[src/rtl/ascii_hex_stream_decoder.sv]
// Streams ASCII hex characters in over valid/ready and packs NUM_BYTES*2 digits into one word.
// Word is presented on a registered valid/ready output; malformed input raises a one-cycle error pulse.
module ascii_hex_stream_decoder #(
  parameter int NUM_BYTES   = 2,
  parameter bit MSB_FIRST   = 1'b1,
  parameter bit ALLOW_LOWER = 1'b1
) (
  input  logic                   clk,
  input  logic                   rst,
  input  logic                   in_valid,
  output logic                   in_ready,
  input  logic [7:0]             in_char,
  output logic                   out_valid,
  input  logic                   out_ready,
  output logic [NUM_BYTES*8-1:0] out_data,
  output logic                   err_valid,
  output logic [1:0]             err_code
);

  localparam int ND = NUM_BYTES * 2;
  localparam int W  = NUM_BYTES * 8;
  localparam int CW = $clog2(ND + 1);

  typedef enum logic [1:0] {S_IDLE, S_COLLECT, S_HOLD} state_e;

  state_e         state_q, state_d;
  logic [CW-1:0]  cnt_q, cnt_d;
  logic [W-1:0]   acc_q, acc_d;
  logic [W-1:0]   out_q, out_d;
  logic           in_ready_q, in_ready_d;
  logic           err_v_q, err_v_d;
  logic [1:0]     err_c_q, err_c_d;

  logic           is_dig, is_sep, in_xfer;
  logic [3:0]     nib;
  logic [W-1:0]   acc_ins;

  always_comb begin
    is_dig = 1'b0;
    nib    = 4'h0;
    if (in_char >= 8'h30 && in_char <= 8'h39) begin
      is_dig = 1'b1;
      nib    = in_char[3:0];
    end else if (in_char >= 8'h41 && in_char <= 8'h46) begin
      is_dig = 1'b1;
      nib    = in_char[3:0] + 4'd9;
    end else if (ALLOW_LOWER && in_char >= 8'h61 && in_char <= 8'h66) begin
      is_dig = 1'b1;
      nib    = in_char[3:0] + 4'd9;
    end
    is_sep = (in_char == 8'h20) || (in_char == 8'h2C) ||
             (in_char == 8'h0D) || (in_char == 8'h0A);
  end

  // Accumulator value with the current character's nibble merged in.
  always_comb begin
    acc_ins = acc_q;
    if (MSB_FIRST) begin
      acc_ins = {acc_q[W-5:0], nib};
    end else begin
      for (int k = 0; k < ND; k++) begin
        if (cnt_q == CW'(k)) acc_ins[4*k +: 4] = nib;
      end
    end
  end

  assign in_xfer = in_valid && in_ready_q;

  always_comb begin
    state_d = state_q;
    cnt_d   = cnt_q;
    acc_d   = acc_q;
    out_d   = out_q;
    err_v_d = 1'b0;
    err_c_d = 2'b00;
    case (state_q)
      S_IDLE: begin
        if (in_xfer) begin
          if (is_dig) begin
            acc_d   = acc_ins;
            cnt_d   = CW'(1);
            state_d = S_COLLECT;
          end else if (!is_sep) begin
            err_v_d = 1'b1;
            err_c_d = 2'b01;
          end
        end
      end
      S_COLLECT: begin
        if (in_xfer) begin
          if (is_dig) begin
            if (cnt_q == CW'(ND - 1)) begin
              out_d   = acc_ins;
              acc_d   = '0;
              cnt_d   = CW'(ND);
              state_d = S_HOLD;
            end else begin
              acc_d = acc_ins;
              cnt_d = cnt_q + 1'b1;
            end
          end else begin
            // Any non-digit aborts the partial word; separator means it was short.
            acc_d   = '0;
            cnt_d   = '0;
            state_d = S_IDLE;
            err_v_d = 1'b1;
            err_c_d = is_sep ? 2'b10 : 2'b01;
          end
        end
      end
      S_HOLD: begin
        if (out_ready) begin
          cnt_d   = '0;
          state_d = S_IDLE;
        end
      end
      default: begin
        cnt_d   = '0;
        acc_d   = '0;
        state_d = S_IDLE;
      end
    endcase
    in_ready_d = (state_d != S_HOLD);
  end

  always_ff @(posedge clk or posedge rst) begin
    if (rst) begin
      state_q    <= S_IDLE;
      cnt_q      <= '0;
      acc_q      <= '0;
      out_q      <= '0;
      in_ready_q <= 1'b1;
      err_v_q    <= 1'b0;
      err_c_q    <= 2'b00;
    end else begin
      state_q    <= state_d;
      cnt_q      <= cnt_d;
      acc_q      <= acc_d;
      out_q      <= out_d;
      in_ready_q <= in_ready_d;
      err_v_q    <= err_v_d;
      err_c_q    <= err_c_d;
    end
  end

  assign in_ready  = in_ready_q;
  assign out_valid = (state_q == S_HOLD);
  assign out_data  = out_q;
  assign err_valid = err_v_q;
  assign err_code  = err_c_q;

endmodule

[config.mk]
export PLATFORM = sky130hd
export DESIGN_NAME = ascii_hex_stream_decoder
export DESIGN_NICKNAME = d
export VERILOG_FILES = /design/src/rtl/ascii_hex_stream_decoder.sv
export SDC_FILE = /design/constraint.sdc
export NUM_CORES = 1
export LEC_CHECK = 0
export CORE_ASPECT_RATIO = 0.7
export CORE_MARGIN = 5
export CORE_UTILIZATION = 52
export CTS_CLUSTER_DIAMETER = 150
export DETAILED_ROUTE_END_ITERATION = 10
export GPL_TIMING_DRIVEN = 0
export PLACE_DENSITY = 0.79
export SYNTH_ARGS = -nofsm -noshare
export SYNTH_HDL_FRONTEND = slang
export SYNTH_SLANG_ARGS = --single-unit
[constraint.sdc]
create_clock -name clk -period 2.33 [get_ports clk]
set_clock_uncertainty 0.15 [all_clocks]
set_input_delay 0.3495 -clock clk [delete_from_list [all_inputs] [get_ports clk]]
set_output_delay 0.3495 -clock clk [all_outputs]
set_load 0.05 [all_outputs]
Word level (Yosys, flattened, before mapping) --
Cells that the tools add are included.
Storage, ports and cells: flip-flop bits (word level) 37, bits of input ports 12, output and inout bits 21, logic and storage cells 78
Cells by class: $add $sub $neg 2, magnitude comparators 6, eq/ne operators 12, muxes and demuxes 39, bitwise operators 1, reductions and logical operators 11
Operator list (number):
- 12-bit two-way mux | 5
- 12-bit case mux with 3 select lines | 1
- 2-bit two-way mux | 9
- 3-bit two-way mux | 6
- 8-bit by 4-bit == test with 1-bit output (second input constant) | 2
- 8-bit by 6-bit == test with 1-bit output (second input constant) | 2
- 8-bit by 7-bit >= comparator with 1-bit output (second input constant) | 2
- 8-bit by 7-bit less-or-equal comparator with 1-bit output (second input constant) | 2
- 4-bit two-way mux | 3
- 4-bit AND reduction | 3
- 1-bit two-way mux | 11
- 3-bit case mux with 3 select lines | 1
- 8-bit by 6-bit >= comparator with 1-bit output (second input constant) | 1
- 8-bit by 6-bit less-or-equal comparator with 1-bit output (second input constant) | 1
- 2-bit != test (second input constant) | 4
- 2-bit case mux with 3 select lines | 1
- 4-bit adder (second input constant) | 1
- 1-bit logical AND | 4
- 2-bit case mux with 2 select lines | 1
- 3-bit by 1-bit adder with 3-bit output (second input constant) | 1
- 3-bit by 2-bit == test with 1-bit output (second input constant) | 1
- 1-bit logical OR | 3
- 2-bit by 1-bit == test with 1-bit output (second input constant) | 1
- 2-bit == test (second input constant) | 1
- other kinds (4) | 4

Longest topological paths before layout --
Gate-level depths: netlist (run 1).
word-level depth 9, gate-level depth with buffers 8

Worst setup path before layout (run 1) --
Ideal clock, no wire load.
path kind input-to-reg, start point in in_char[0], end point reg out_q[0], in the netlist out_data[0], setup time 0.125 ns, arrival time 1.905 ns, data required time 2.055 ns, setup slack 0.150 ns, stages 7, path through inv_1 -> ha_1 -> nor3b_1 -> nor3_4 -> o2111ai_4 -> buf_6 -> mux2_4
Between the ends: longest elaborated chain between the ends 6, elaborated cells between the ends (all ways) 17, those cells by class add/sub (1); order compare (6); mux (6); reduce/logical (4)
Ends and longest elaborated chain:
- start: declaration | RTL line 12 | input logic [7:0] in_char,
- 8-bit by 7-bit >= comparator with 1-bit output or 8-bit by 7-bit less-or-equal comparator with 1-bit output (tied branches) | RTL line 47 | end else if (ALLOW_LOWER && in_char >= 8'h61 && in_char <= 8'h66) begin
- 1-bit logical AND | RTL line 47
- 1-bit two-way mux | RTL line 47
- 1-bit two-way mux | RTL line 44 | end else if (in_char >= 8'h41 && in_char <= 8'h46) begin
- 1-bit two-way mux | RTL line 41 | if (in_char >= 8'h30 && in_char <= 8'h39) begin
- 4-bit AND reduction (no line)
- end signal: assignment | RTL line 139 | out_q <= out_d;
- end: declaration | RTL line 29 | logic [W-1:0] out_q, out_d;
Several ways; a longest one is shown, not always the timed one. A chain may end at the register's enable or synchronous reset.

Worst setup path after layout (run 1) --
start point in in_char[0], end point reg out_q[12], in the netlist out_data[12]
Between the ends: longest elaborated chain between the ends 6, elaborated cells between the ends (all ways) 13, those cells by class order compare (6); mux (3); reduce/logical (4)
Ends and longest elaborated chain (RTL line):
- 8-bit by 7-bit >= comparator with 1-bit output or 8-bit by 7-bit less-or-equal comparator with 1-bit output (tied branches) | 47
- 1-bit logical AND | 47
- 1-bit two-way mux | 47
- 1-bit two-way mux | 44
- 1-bit two-way mux (*) | 41
- 4-bit AND reduction (no line) (*)
Every way passes the cells marked *; elsewhere a longest branch is shown, timed or not.

==> results of run 1 <==
[logic make-up after synthesis]
group                      share of synthesized area [%]
DFF                                                 50.2
and+or+nand+nor                                     11.1
xor gates and xnor gates                           0.475
muxes                                               11.9
adders and majority gates                           4.07
buffers and inverters                               4.00
AOI/OAI and AO/OA                                   18.2
[routing by layer]
metal | wire [um] | vias to the layer above | part of all wire [%] | track usage, %
met1 | 1920 | 732 | 42 | 24.8
met5 | 0 | - | 0 | 0
met2 | 2240 | 78 | 49 | 31.3
met4 | 63 | 0 | 1.4 | 4.58
met3 | 331 | 9 | 7.3 | 4.97
li1 | - | 660 | - | -
[layout by cell type (no fill, tap or decap), types with 2 or more instances in the layout]
master / instances
a21bo_2: 2
a21oi_1: 3
a32o_1: 10
and3_1: 2
buf_4: 3
buf_6: 2
clkbuf_1: 3
clkbuf_2: 3
clkbuf_8: 5
clkdlybuf4s50_1: 24
clkinv_2: 2
dfrtp_1: 36
dlygate4sd2_1: 3
dlymetal6s2s_1: 3
ha_1: 6
inv_1: 8
mux2_2: 8
mux2_4: 8
nand2_1: 10
nand3_1: 5
nor2_1: 3
nor3_1: 5
o211ai_1: 3
o21a_1: 2
o21ai_0: 9
or4_1: 2
[state kept, by name, indices dropped and copies added (netlist names)]
| register | flops |
|---|---|
| cnt_q | 3 |
| out_data | 16 |
| err_code | 2 |
| in_ready | 1 |
| state_q | 2 |
| err_valid | 1 |
| acc_q | 12 |
[area by class of cell]
type                       instances  area, um^2  share of cell area (%)
buffer                             8        58.8                    2.46
multi-input combinational        101         863                    36.1
clock inverter                     2        10.0                   0.419
clock buffer                       6        72.6                    3.04
timing repair buffer              35         360                    15.1
tap                               50        62.6                    2.62
sequential                        37         927                    38.8
inverter                           9        33.8                    1.41
[per-stage QoR]
step	hold WS [ps]	TNS [ps]	util (%)	power (W)	instances
6_report	290	0	68.9	0.00139	248
3_3_place_gp	334	-17960	64.0	0.000938	236
5_1_grt	328	-221	68.9	0.00144	248
4_1_cts	361	0	67.4	0.00138	246
2_1_floorplan	308	0	-	0.000878	155
3_5_place_dp	344	-21550	64.0	0.000953	236
[report_power, final]
group	switching (W)	total (W)	internal (W)
logic	0.000125	0.000224	0.0000999
clock network	0.000230	0.000437	0.000207
registers	0.0000358	0.000726	0.000691
[cell usage after synthesis (2+ instances only)]
cell type  count  area (um^2)
nand3_1        5         25.0
ha_1           6         75.1
and3_1         2         12.5
nor3_1         5         25.0
inv_1          9         33.8
nor2_1         3         11.3
mux2_4         8          120
or4_1          2         15.0
o211ai_1       3         22.5
a21bo_2        2         20.0
a32o_1        10          100
o21ai_0        9         45.0
clkbuf_1       5         18.8
buf_2          2         10.0
a21oi_1        4         20.0
o21a_1         2         15.0
mux2_2         8         90.1
nand2_1       10         37.5
dfrtp_1       36          901
[worst max path at each step]
stage,start,endpoint,slack (ps)
6_report,in_char[0],out_data[12],20
2_1_floorplan,in_char[0],out_data[0],150
3_5_place_dp,in_char[1],out_data[6],-730
3_3_place_gp,in_char[1],out_data[7],-630
4_1_cts,state_q[0],out_valid,5
5_1_grt,in_char[0],out_data[12],-40
[worst max-delay path, delay by kind of cell]
family          cells  cell delay [ps]
compound gates      3              670
mux                 1              340
buf+inv             3              700
fa+ha+maj           1              270
[what timing repair did]
item,4_1_cts,5_1_grt
pin swaps,2,3
hold buffers,0,0
resized for setup,11,15
endpoints found under the setup margin,38,30
buffers inserted,2,1
cloned,0,1
==> metrics.md, run 1 <==
| Metric | Value |
|---|---|
| Max-slew headroom | 49.6% |
| # diodes | 0 |
| Fin worst setup slack | 24.4 ps |
| Via count | 1479 |
| Worst path slowest cell | dlygate4sd2_1 |
| Setup WS pre-CTS | -733 ps |
| Highest clock rate | 0.434 GHz |
| Hold wc startpoint | in_char[6] |
| Drt wl/cell | 18.3 um |
| Fin. max-slew vios | 0 |
| Ys flop type | dfrtp_1 |
| DRC Markers | 0 |
| Max Buffers Root-to-Sink | 2 |
| Mapped Nets | 173 |
| EDFF count, synth | 0 |
| Max cap viols | 0 |
| Fin. Hold Viols | 0 |
| Clk pin slew, worst setup/hold paths | 70 ps |
| TritonCTS clock tree | done |
| FF-to-FF path depth | 6 |
| Seq/Total Area, Yosys | 50.2% |
| Worst min path class | in -> reg |
| Nets | 215 |
| Post-Syn Area | 1850 um^2 |
| Critical path cell sequence | dlygate4sd2_1 > inv_1 > ha_1 > o21bai_2 > a21oi_2 > o2111ai_4 > buf_6 > mux2_2 |
| Vias in the first global route | 1378 |
| Layout cells sized above 1 | 22.7% |
| Post-synthesis cell type count | 43 |
| Detailed Route Iter0 Violations | 241 |
| Pwr dens | 581 nW/um^2 |
| CP max FO | 8 |
| Total track usage | 18.9% |
| CP Capture Type | flop |
| Die height | 59.8 um |
| Status | finished, final reports clean |
| Min cycle time layout | 2310 ps |
| Num CTS Buffers | 5 |
| Post-synth ARST share | 100% |
| Post-synthesis average cell area | 11.9 um^2 |
| Hpwl dp | 2930 um |
| Cell Rows | 18 |
| Drt pass-1 iters | 4 |
| CORE AREA | 3470 um^2 |
| DRT antenna net count | 0 |
| Final instance area | 2390 um^2 |
| Final wirelength | 4550 um |
| CP required | 2350 ps |
| Largest net degree at the start of global routing | 38 |
| Drt via density | 5.96 |
| Yosys warnings | 0 |
| Total congestion overflow | 0 |
| P&R area growth vs syn | 29.4% |
| Yosys reg bits | 37 |
| Final Cycle Share | 99.0% |
| Hold Path Sink | err_code[0] |
| Antenna violations before repair | 0 |
| Gate Count Post-Synth | 155 |
| Initial Util | 53.2% |
| Max H-tree Level | 2 |
| Crit Path Class | in -> reg |
| Ports | 33 |
| Slowest stage delay, CP | 390 ps |
| Post-DP Area | 2220 um^2 |
| Placer Congestion | 0.796 |
| R2r endpoint | acc_q[0] |
| Setup violators final | 0 |
| Worst vdd ir | 0.000432 V |
| P_leak | 1.16 nW |
| Reg2Reg Setup Slack | 390 ps |
| Clock latency on the worst-skew pair | 290 ps |
| Critical Path AT | 2330 ps |
| First-pass GRT wire length | 6830 um |
| Measured slew at the worst slew-check pin | 755 ps |
| Die width | 81.2 um |
| Fill cell count | 261 |
| Die area | 4860 um^2 |
| Reg-to-Reg Start | cnt_q[0] |
| Root buf cell | clkbuf_8 |
| Port-buffer cells | 31 |
| Total clock sinks | 37 |
| WHS Path Cells | 3 |
| Worst setup SP type | input pin |
(Power assumes the default switching activity.)
==> run 2, diff against run 1 <==
--- a/config.mk
+++ b/config.mk
@@ -7,11 +7,10 @@
 export LEC_CHECK = 0
 export CORE_ASPECT_RATIO = 0.7
 export CORE_MARGIN = 5
-export CORE_UTILIZATION = 52
+export CORE_UTILIZATION = 33
 export CTS_CLUSTER_DIAMETER = 150
 export DETAILED_ROUTE_END_ITERATION = 10
 export GPL_TIMING_DRIVEN = 0
-export PLACE_DENSITY = 0.79
 export SYNTH_ARGS = -nofsm -noshare
 export SYNTH_HDL_FRONTEND = slang
 export SYNTH_SLANG_ARGS = --single-unit
==> run 2 against run 1 <==
  * Count of clock-buffer cells in the layout fell by 1
  * Via count fell by 7.4%
  * Die area rose by 48%
  * Worst hold slack got worse by 34 ps
  * Critical path depth fell by 1
  * Sequential power barely moved
  * Fmax rose by 2.5%
  * Final cell count rose by 10%
  * Highest routed layer unchanged
  * Utilization fell by 22 points
==> metrics.md, run 2 (synthesis gave the netlist of run 1 again) <==
| Metric | Value |
|---|---|
| Status | finished, final reports clean (unchanged) |
| Drt via density | 5.00 (was 5.96) |
| Root buf cell | clkbuf_8 (unchanged) |
| Total track usage | 11.9% (was 18.9%) |
| Total congestion overflow | 0 (unchanged) |
| CP Capture Type | flop (unchanged) |
| Via count | 1369 (was 1479) |
| Min cycle time layout | 2250 ps (was 2310 ps) |
| CORE AREA | 5340 um^2 (was 3470 um^2) |
| TritonCTS clock tree | done (unchanged) |
| Fin worst setup slack | 80.1 ps (was 24.4 ps) |
| DRT antenna net count | 0 (unchanged) |
| Largest net degree at the start of global routing | 38 (unchanged) |
| Worst min path class | in -> reg (unchanged) |
| Drt pass-1 iters | 4 (unchanged) |
| Measured slew at the worst slew-check pin | 751 ps (was 755 ps) |
| Worst setup SP type | input pin (unchanged) |
| Clk pin slew, worst setup/hold paths | 80 ps (was 70 ps) |
| Setup WS pre-CTS | -778 ps (was -733 ps) |
| Hpwl dp | 2920 um (was 2930 um) |
| Max H-tree Level | 2 (unchanged) |
| Delay-heaviest family, CP | buffers and inverters (unchanged) |
| Fin. max-slew vios | 0 (unchanged) |
| Num CTS Buffers | 5 (unchanged) |
| Drt wl/cell | 15.2 um (was 18.3 um) |
| Detailed Route Iter0 Violations | 45 (was 241) |
| DRC Markers | 0 (unchanged) |
| Final Cycle Share | 96.6% (was 99.0%) |
| Slowest stage delay, CP | 510 ps (was 390 ps) |
| Worst vdd ir | 0.000254 V (was 0.000432 V) |
| Max reg flops | 16 (unchanged) |
| Nets | 219 (was 215) |
| Crit Path Class | in -> reg (unchanged) |
| First-pass GRT wire length | 6890 um (was 6830 um) |
| Port-buffer cells | 31 (unchanged) |
| Max-slew headroom | 49.9% (was 49.6%) |
| CP max FO | 6 (was 8) |
| P&R area growth vs syn | 34.9% (was 29.4%) |
| Critical path cell sequence | clkdlybuf4s50_1 > nand4bb_1 > a21oi_2 > o2111ai_4 > buf_8 > clkbuf_4 > mux2_4 (was dlygate4sd2_1 > inv_1 > ha_1 > o21bai_2 > a21oi_2 > o2111ai_4 > buf_6 > mux2_2) |
| Die area | 7210 um^2 (was 4860 um^2) |
| Pwr dens | 641 nW/um^2 (was 581 nW/um^2) |
| Die width | 99.4 um (was 81.2 um) |
| Critical path buffer and inverter count | 3 (unchanged) |
| Setup violators final | 0 (unchanged) |
| Placer Congestion | 0.838 (was 0.796) |
| Die height | 72.6 um (was 59.8 um) |
| Critical Path AT | 2270 ps (was 2330 ps) |
| Max Buffers Root-to-Sink | 2 (unchanged) |
| Antenna violations before repair | 0 (unchanged) |
| Final wirelength | 4170 um (was 4550 um) |
| Clock latency on the worst-skew pair | 280 ps (was 290 ps) |
| Hold buffer count at cts | 0 (unchanged) |
| Layout cells sized above 1 | 24.8% (was 22.7%) |
| Worst path slowest cell | clkdlybuf4s50_1 (was dlygate4sd2_1) |
| Cell Rows | 22 (was 18) |
| Initial Util | 34.6% (was 53.2%) |
| Fin. Hold Viols | 0 (unchanged) |
| Max cap viols | 0 (unchanged) |
| Most frequent cells in the layout | dfrtp_1, clkdlybuf4s50_1, nand2_1, a32o_1, o21ai_0 (unchanged) |
| Commonest non-fill, non-tap cell in the layout | dfrtp_1 (unchanged) |
| Vias in the first global route | 1346 (was 1378) |
| Ports | 33 (unchanged) |
| Highest clock rate | 0.444 GHz (was 0.434 GHz) |
| # diodes | 0 (unchanged) |
| Total clock sinks | 37 (unchanged) |
| Hold_ws | 256 ps (was 290 ps) |
| CP required | 2350 ps (about the same) |
| P_leak | 1.20 nW (was 1.16 nW) |
==> run 2: cell count changes in the layout (fill, tap and decap cells not counted), sizes merged <==
cell           previous run  this run
dlygate4sd2               3         2
clkinv                    2         1
buf                       6        10
clkdlybuf4s15             0         1
clkbuf                   13        12
bufinv                    0         2
==> run 2: worst paths after layout <==
check	start	slack [ps]	cells after the start	to
setup reg to reg	in_ready	330	6	out_data[4]
setup / recovery	in_char[5]	80	7	out_data[4]
hold reg to reg	acc_q[10]	360	1	out_data[14]
min in group asynchronous	rst	370	2	out_data[12]
max in group asynchronous	rst	1180	2	state_q[0]
hold / removal	in_char[6]	260	3	err_code[0]
==> run 2: routing by layer <==
metal  part of all wire, %  global-route usage, %  up-vias
met2                    42                   17.8       32
met5                     0                      0        -
met1                    53                   17.1      662
met4                  0.96                   3.48        0
li1                      -                      -      671
met3                   4.5                   2.98        4
==> run 2: repair_timing <==
action | in CTS | in global routing
resized for setup | 12 | 12
pin swaps | 1 | 3
endpoints found under the setup margin | 38 | 20
setup buffers | 1 | 7
endpoints found under the hold margin | 0 | 0
==> run 2: cell type report <==
| type | count | area, um^2 |
|---|---|---|
| fill | 515 | 2850 |
| buffer | 8 | 58.8 |
| multi-input combinational | 101 | 863 |
| sequential | 37 | 927 |
| clock inverter | 3 | 65.1 |
| tap | 72 | 90.1 |
| inverter | 9 | 33.8 |
| clock buffer | 5 | 68.8 |
| timing repair buffer | 39 | 383 |
==> run 2: stage by stage <==
step	util [%]	TNS [ps]	instances	power, W	area, um^2
after floorplan	-	0	155	0.000878	1850
after global placement	42.1	-21420	258	0.000947	2250
after detailed placement	42.1	-23880	258	0.000954	2250
after CTS	45.3	0	267	0.00161	2420
after global routing	46.6	-2.87	274	0.00168	2490
final	46.6	0	274	0.00159	2490
==> run 2: power breakdown <==
group	total [W]	leakage [nW]	switching, W	internal [W]
logic	0.000215	0.639	0.000116	0.0000995
registers	0.000728	0.492	0.0000369	0.000691
clock network	0.000652	0.0681	0.000227	0.000425
total	0.00159	1.20	0.000379	0.00122
==> run 2: worst min-delay path: cells and delay by family <==
family | cells | cell delay [ps]
and+or+nand+nor | 2 | 190
buffers and inverters | 1 | 110
==> run 3, diff against run 2 <==
--- a/config.mk
+++ b/config.mk
@@ -10,6 +10,7 @@
 export CORE_UTILIZATION = 33
 export CTS_CLUSTER_DIAMETER = 150
 export DETAILED_ROUTE_END_ITERATION = 10
+export DONT_BUFFER_PORTS = 1
 export GPL_TIMING_DRIVEN = 0
 export SYNTH_ARGS = -nofsm -noshare
 export SYNTH_HDL_FRONTEND = slang
==> run 3 against run 2 <==
  * Die area did not move
  * Power fell by 1.3%
  * Global-route usage fell by 0.17 points
  * Clock power rose by 2%
  * Combinational power fell by 28%
  * Utilization fell by 7.6 points
  * Fmax rose by 3.0%
  * Flip-flop and latch count did not move
  * Via count fell by 6.6%
  * Routed wire length fell by 6.2%
  * Register-to-register slack got worse by 180 ps
==> metrics.md, run 3 (synthesis gave the netlist of run 1 again) <==
| Metric | Value |
|---|---|
| # diodes | 0 (unchanged) |
| Max Buffers Root-to-Sink | 2 (unchanged) |
| P_sw | 0.000379 W (about the same) |
| Ports | 33 (unchanged) |
| P&R area growth vs syn | 13.0% (was 34.9%) |
| Critical path cell sequence | nand2_1 > nor2_2 > o2111ai_4 > buf_6 > mux2_4 (was clkdlybuf4s50_1 > nand4bb_1 > a21oi_2 > o2111ai_4 > buf_8 > clkbuf_4 > mux2_4) |
| Critical Path AT | 2220 ps (was 2270 ps) |
| Die height | 72.6 um (unchanged) |
| Via count | 1278 (was 1369) |
| Drt wl/cell | 16.6 um (was 15.2 um) |
| Worst path slowest cell | dfstp_2 (was clkdlybuf4s50_1) |
| Logic pwr share | 9.8% (was 13.5%) |
| Total clock sinks | 37 (unchanged) |
| Fin worst setup slack | 145 ps (was 80.1 ps) |
| Reg-to-Reg Start | in_ready (unchanged) |
| CP required | 2360 ps (was 2350 ps) |
| Drt pass-1 iters | 4 (unchanged) |
| Setup WS pre-CTS | -143 ps (was -778 ps) |
| Min cycle time layout | 2180 ps (was 2250 ps) |
| Fill cell count | 515 (unchanged) |
| DRT antenna net count | 0 (unchanged) |
| Setup violators final | 0 (unchanged) |
| Vias in the first global route | 1330 (was 1346) |
| FF-to-FF path depth | 5 (was 6) |
| Final Cycle Share | 93.8% (was 96.6%) |
| Die width | 99.4 um (unchanged) |
| Worst min path class | in -> reg (unchanged) |
| Port-buffer cells | 0 (was 31) |
| Max-slew headroom | 50.0% (was 49.9%) |
| Max cap viols | 0 (unchanged) |
| Hpwl dp | 2900 um (was 2920 um) |
| Detailed Route Iter0 Violations | 55 (was 45) |
| Placed insts | 227 (was 258) |
| Antenna violations before repair | 0 (unchanged) |
| Clock power frac | 42.4% (was 40.9%) |
| Placer Congestion | 0.911 (was 0.838) |
| Worst setup SP type | flop (was input pin) |
| Nets | 181 (was 219) |
| Post-DP Area | 1940 um^2 (was 2250 um^2) |
| Num CTS Buffers | 5 (unchanged) |
| Max H-tree Level | 2 (unchanged) |
| CORE AREA | 5340 um^2 (unchanged) |
| Hold Path Sink | state_q[1] (was err_code[0]) |
| Total track usage | 11.8% (was 11.9%) |
| CP startpoint | in_ready (was in_char[5]) |
| DRC Markers | 0 (unchanged) |
| P_leak | 1.00 nW (was 1.20 nW) |
| Worst vdd ir | 0.000240 V (was 0.000254 V) |
| Fin. Hold Viols | 0 (unchanged) |
| Slowest stage delay, CP | 710 ps (was 510 ps) |
| Pwr dens | 755 nW/um^2 (was 641 nW/um^2) |
| Most frequent cells in the layout | dfrtp_1, nand2_1, a32o_1 (was dfrtp_1, clkdlybuf4s50_1, nand2_1, a32o_1, o21ai_0) |
| Die area | 7210 um^2 (unchanged) |
| Clock latency on the worst-skew pair | 290 ps (was 280 ps) |
| Cell Rows | 22 (unchanged) |
| Layout cells sized above 1 | 22.0% (was 24.8%) |
| CP max FO | 10 (was 6) |
| Layout Cells excl Fill | 236 (was 274) |
| Crit Path Class | reg -> reg (was in -> reg) |
| Clk pin slew, worst setup/hold paths | 70 ps (was 80 ps) |
| Measured slew at the worst slew-check pin | 748 ps (was 751 ps) |
| Drt via density | 5.42 (was 5.00) |
| Status | finished, final reports clean (unchanged) |
| Int Power | 0.00120 W (was 0.00122 W) |
| Hold wc startpoint | out_ready (was in_char[6]) |
| Switching Fraction | 24.1% (was 23.8%) |
| Reg2Reg Setup Slack | 150 ps (was 330 ps) |
| WHS Path Cells | 1 (was 3) |
| Commonest non-fill, non-tap cell in the layout | dfrtp_1 (unchanged) |
| Max reg flops | 16 (unchanged) |
| Largest net degree at the start of global routing | 38 (unchanged) |
| CP Capture Type | flop (unchanged) |
| Final wirelength | 3910 um (was 4170 um) |
| Total congestion overflow | 0 (unchanged) |
| Highest clock rate | 0.458 GHz (was 0.444 GHz) |
| Initial Util | 34.6% (unchanged) |
| Root buf cell | clkbuf_8 (unchanged) |
| R2r endpoint | out_data[0] (was out_data[4]) |
| First-pass GRT wire length | 6650 um (was 6890 um) |
| Final instance area | 2090 um^2 (was 2490 um^2) |
| Fin. max-slew vios | 0 (unchanged) |
| TritonCTS clock tree | done (unchanged) |
| Power Total | 0.00157 W (was 0.00159 W) |
| Sequential share of power | 47.7% (was 45.6%) |
[run 3: how the worst max path moves through the flow]
| stage | endpoint |
|---|---|
| global placement | out_data[7] |
| floorplan | out_data[0] |
| global route | out_data[1] |
| finish | out_data[0] |
| CTS | out_data[1] |
| detailed placement | out_data[1] |
[run 3: power groups by stage]
stage	registers, W	clock network [W]	logic (W)
6_report	0.000752	0.000668	0.000155
5_1_grt	0.000759	0.000712	0.000180
4_1_cts	0.000751	0.000681	0.000155
3_5_place_dp	0.000764	0	0.000154
3_3_place_gp	0.000761	0	0.000146
2_1_floorplan	0.000750	0	0.000128
[run 3: timing repair]
item | CTS | global route
hold buffers | 0 | 1
gates resized for setup | 0 | 1
hold endpoints to repair | 0 | 36
setup buffers | 0 | 0
setup endpoints to repair | 0 | 17
[run 3: worst max-delay path, delay by kind of cell (launching register included)]
family	cells	cell delay [ps]
DFF	1	710
and+or+nand+nor	2	400
muxes	1	300
AOI/OAI and AO/OA	1	270
buffers and inverters	1	250
[run 3: area by class of cell]
type	instances	area [um^2]	share of cell area, %
plain buffers	8	40.0	1.92
clock buffers	5	68.8	3.30
clock inverters	3	68.8	3.30
inverters	9	33.8	1.62
multi-input cells	101	847	40.6
flip-flops and latches	37	927	44.5
well taps	72	90.1	4.32
repair buffers	1	10.0	0.480
[run 3: stage by stage]
stage                     utilization (%)  setup TNS, ps  hold slack (ps)
final                                39.1              0             10.8
after global placement               36.2           -190              314
after floorplan                         -              0              308
after global routing                 39.1          -6.21             28.1
after detailed placement             36.2          -1370              317
after CTS                            38.8              0             5.95
[run 3: routing by layer]
layer	vias up	track usage, %	share of wire (%)
li1	593	-	-
met1	633	15.5	46
met2	43	18.1	45
met3	9	3.75	6.9
met4	0	4.55	1.8
met5	-	0	0
